===== config.mk =====
export PLATFORM = sky130hd
export DESIGN_NAME = crc_serial_param
export DESIGN_NICKNAME = d
export VERILOG_FILES = /design/src/rtl/crc_serial_param.sv
export SDC_FILE = /design/constraint.sdc
export NUM_CORES = 1
export LEC_CHECK = 0
export ABC_AREA = 1
export BUFFER_PORTS_ARGS = -buffer_cell sky130_fd_sc_hd__buf_4
export CAP_MARGIN = 20
export CORE_MARGIN = 8
export CORE_UTILIZATION = 49
export CTS_CLUSTER_DIAMETER = 40
export DETAILED_ROUTE_END_ITERATION = 10
export GPL_TIMING_DRIVEN = 1
export PLACE_DENSITY = 0.72
export SLEW_MARGIN = 0
export SYNTH_ARGS = -nofsm -noshare
export SYNTH_HDL_FRONTEND = slang
export SYNTH_SLANG_ARGS = --single-unit

===== constraint.sdc =====
create_clock -name clk -period 1.1 [get_ports clk]
set_input_delay 0.165 -clock clk [delete_from_list [all_inputs] [get_ports clk]]
set_output_delay 0.165 -clock clk [all_outputs]
set_load 0.01 [all_outputs]

===== src/rtl/crc_serial_param.sv =====
// Bit-serial CRC engine: GEN mode forwards the stream and appends the CRC,
// CHK mode absorbs stream plus CRC and reports whether the residual matched.
module crc_serial_param #(
  parameter int               CRC_W    = 5,
  parameter logic [CRC_W-1:0] POLY     = CRC_W'(5'h05),
  parameter logic [CRC_W-1:0] INIT     = CRC_W'(5'h1F),
  parameter bit               INV_OUT  = 1'b1,
  parameter logic [CRC_W-1:0] RESIDUAL = CRC_W'(5'h0C)
) (
  input  logic clk,
  input  logic rst,
  input  logic mode_chk,
  input  logic inb,
  input  logic recving,
  input  logic pause_out,
  output logic pause_in,
  output logic outb,
  output logic sending,
  output logic crc_done,
  output logic crc_ok
);

  localparam int CNT_W = (CRC_W > 2) ? $clog2(CRC_W) : 1;

  localparam logic [1:0] S_IDLE   = 2'd0;
  localparam logic [1:0] S_DATA   = 2'd1;
  localparam logic [1:0] S_SEND   = 2'd2;
  localparam logic [1:0] S_RESULT = 2'd3;

  logic [1:0]       state_q, state_d;
  logic [CRC_W-1:0] rem_q, rem_d;
  logic [CNT_W-1:0] cnt_q, cnt_d;
  logic             mode_q, mode_d;
  logic             take;

  // One LFSR step with the incoming bit folded into the feedback tap.
  function automatic logic [CRC_W-1:0] crc_step(input logic [CRC_W-1:0] r,
                                                input logic b);
    logic fb;
    fb = r[CRC_W-1] ^ b;
    return {r[CRC_W-2:0], 1'b0} ^ (fb ? POLY : '0);
  endfunction

  assign take = recving & ~pause_out;

  always_comb begin
    // NOTE: every output and next-state gets a default first so no path through
    // the case statement can leave a value unassigned and infer a latch.
    state_d  = state_q;
    rem_d    = rem_q;
    cnt_d    = cnt_q;
    mode_d   = mode_q;
    pause_in = 1'b0;
    outb     = 1'b0;
    sending  = 1'b0;
    crc_done = 1'b0;
    crc_ok   = 1'b0;

    case (state_q)
      S_IDLE: begin
        rem_d = INIT;
        cnt_d = '0;
        // The first bit of a stream is handled as a DATA bit, mode taken live.
        if (recving) begin
          mode_d   = mode_chk;
          state_d  = S_DATA;
          pause_in = pause_out;
          sending  = ~mode_chk;
          outb     = inb & ~mode_chk;
          if (take) rem_d = crc_step(INIT, inb);
        end
      end

      S_DATA: begin
        pause_in = pause_out;
        if (recving) begin
          sending = ~mode_q;
          outb    = inb & ~mode_q;
          if (take) rem_d = crc_step(rem_q, inb);
        end else begin
          state_d = mode_q ? S_RESULT : S_SEND;
          cnt_d   = '0;
        end
      end

      S_SEND: begin
        sending  = 1'b1;
        pause_in = 1'b1;
        outb     = rem_q[CRC_W-1] ^ INV_OUT;
        if (!pause_out) begin
          rem_d = {rem_q[CRC_W-2:0], 1'b0};
          cnt_d = cnt_q + CNT_W'(1);
          if (cnt_q == CNT_W'(CRC_W-1)) begin
            crc_done = 1'b1;
            state_d  = S_IDLE;
            rem_d    = INIT;
            cnt_d    = '0;
          end
        end
      end

      default: begin
        crc_done = 1'b1;
        crc_ok   = (rem_q == RESIDUAL);
        pause_in = 1'b1;
        state_d  = S_IDLE;
        rem_d    = INIT;
      end
    endcase
  end

  // NOTE: state updates use non-blocking assignments so every register samples
  // the pre-edge values; reset is synchronous and overrides the whole state.
  always_ff @(posedge clk) begin
    if (rst) begin
      state_q <= S_IDLE;
      rem_q   <= INIT;
      cnt_q   <= '0;
      mode_q  <= 1'b0;
    end else begin
      state_q <= state_d;
      rem_q   <= rem_d;
      cnt_q   <= cnt_d;
      mode_q  <= mode_d;
    end
  end

endmodule


==> run metrics <==
Area growth syn-to-layout=53.3%; synth cell count leaders=36 x nand2_1, 12 x inv_1, 11 x dfxtp_1, 11 x nand3_1, 8 x a21oi_1; power share of the combinational group=a little over two thirds; Initial DRC Count=46; worst hold-check path type=in2reg; top-area cell type share of the netlist area=a little over a quarter; gp weighted congestion=0.920; WHS=0.0771 ns; hold depth=2; Reg clk slew, reported paths=0.08 ns; vias in the first global route=about 960; async set-reset flop share out of synthesis=0%; vias=935; Synth cell types=26; CTS tree=done; switch share=47.7%; syn_area_per_cell=about 6.7 µm²; Clock power frac=9.0%; Worst Skew=0.00808 ns; Final Cycle Share=142%; placed wire-length estimate=1560 µm; first-pass GRT wire length=4220 µm; clk_lat worst skew=approximately 0.28 ns; CP top delay family=flip-flops; initial antenna violation count=0; sequential-to-total area share from yosys stat=27.4%; Syn Inst Count=120; Wirelength per Cell=roughly 16 µm; worst reg2reg path depth=8; layout cells sized above 1=52.3%; synth warn=0; syn_nets=128; max-slew violations=0; Die X=between 50 and 60 µm; cts bufs inserted=3; Max-Cap Viols=0; # nets final=between 150 and 200; die area=between 3000 and 4000 µm²; fill cell count=103; Antenna Cells=0; Total Power=3330 µW; Crit Path Max Fanout=4; PwrDens=2700 nW/µm²; failing checks=negative setup slack; Synth Flop Type=dfxtp_1; Yosys reg bits=11; Final Setup Violations=15; Least-Margin Pin Slew=0.271 ns; fmax=639 MHz; DRC viols=0; worst path cell trace=buf_12 -> inv_8 -> nor2_4 -> nand2_1 -> nand2_1 -> nor2_1 -> nand2_1 -> o21ai_2 -> buf_4; Final Hold Fails=0; 1st-pass router iterations=4; Antenna Nets Post-Route=0; largest net degree at the start of global routing=10; Initial Util=between 50% and 60%; Die Y=56.5 µm; worst-case vdd ir drop=around 1.9 mV; reg-to-reg slack, setup=-0.24 ns; RSZ-0062 raised after global routing=true; top-count cell post-synth=nand2_1; required time worst endpoint=0.94 ns; IO Pins=11; CP bufs+invs=3; Synth area leaders=dfxtp_1 27%, nand2_1 17%, nand3_1 6.8%; CP arrival=1.40 ns; GR Overflow Total=0; Slew headroom=81.9%; CP Launch Type=register; Reg power frac=20.3%; PnR worst setup slack=-0.465 ns; core area=about 1500 µm²; minimum clock period after layout=1.56 ns; CTS root buf=clkbuf_4; CTS HTree Levels=1; # rows=14; Mapped Area=805 µm²; Slowest cell on crit path=dfxtp_2; largest area contributor in the netlist=dfxtp_1; Internal=1740 µW; CTS Buffer Depth=2; P_sw=between 1500 and 2000 µW; via density per instance=5.60; total global-route track usage=16.1%; critical path type=reg2out; instance count on the critical path=9; most used cell, CP=nand2_1; IO buf count=10; CP peak stage delay=0.34 ns; status=complete, but fails checks; hold-fix buffers at CTS=0; Clock Sinks=11; Detailed Route WL=2670 µm; Lkg Pwr=0.000600 µW; Post-synth EDFFs=0; CP Capture Type=output pin
==> layer usage <==
layer  track usage, %  share of wire, %  routed length [µm]  vias to the layer above
met2             26.5                48                1280                       45
met5                0                 0                   0                        -
met3             5.17               8.3                 222                        9
li1                 -                 -                   -                      446
met1             18.0                42                1110                      435
met4             8.25               2.3                  61                        0
==> logic make-up after synthesis <==
kind of cell	after synthesis	share of synthesized area [%]
adder cells (fa/ha/maj)	2	3.11
AND/OR/NAND/NOR	71	44.6
flip-flops	11	27.4
buffers and inverters	18	11.4
AO/OA/AOI/OAI	18	13.5
==> flip-flops by register name (all words and copies together), names as in the netlist <==
name     flops
cnt_q        3
state_q      2
rem_q        5
mode_q       1
==> area by class of cell <==
type	instances	area (µm²)	share of cell area, %
Clock buffer	4	26.3	2.13
Inverter	15	71.3	5.78
Multi-Input combinational cell	91	618	50.1
Sequential cell	11	225	18.3
Tap cell	16	20.0	1.62
Timing Repair Buffer	30	273	22.1
==> timing repair <==
action,4_1_cts,5_1_grt
setup buffers,6,3
pin swaps,11,6
setup endpoints to repair,15,15
gates resized for setup,26,17
==> metrics by stage <==
stage	worst slack (ns)	cells	instance area, µm²	utilization [%]	TNS, ns
2_1_floorplan	-0.0148	120	817	-	-0.0163
3_3_place_gp	-0.153	155	987	64.8	-0.947
3_5_place_dp	-0.156	155	987	64.8	-1.15
4_1_cts	-0.424	165	1130	74.5	-2.87
5_1_grt	-0.563	167	1230	81.0	-4.73
6_report	-0.465	167	1230	81.0	-3.84
==> final timing paths <==
| path | startpoint | endpoint |
|---|---|---|
| max | state_q[0] | outb |
| min | rst | cnt_q[1] |
| max reg2reg | state_q[0] | cnt_q[0] |
| min reg2reg | rem_q[3] | rem_q[3] |
==> power by group through the flow <==
stage | registers [µW] | logic, µW | clock network, µW
floorplan | 623 | 1150 | 0
global route | 688 | 2560 | 324
CTS | 658 | 1980 | 301
global placement | 642 | 1660 | 0
finish | 675 | 2350 | 301
detailed placement | 645 | 1680 | 0
==> placed cells by master (no fill, tap or decap), types with 3 or more instances in the layout <==
master / n
nand2_2: 6
a21oi_2: 5
a21oi_1: 4
inv_1: 8
dfxtp_1: 7
inv_2: 4
nand3_1: 11
nor2_4: 5
nand2_1: 29
nor2_1: 4
clkbuf_4: 3
nor2_2: 3
buf_4: 23
o21ai_2: 3
buf_6: 4
nand2_4: 8
dfxtp_2: 4
No activity file was read; power rests on OpenSTA's default activity.
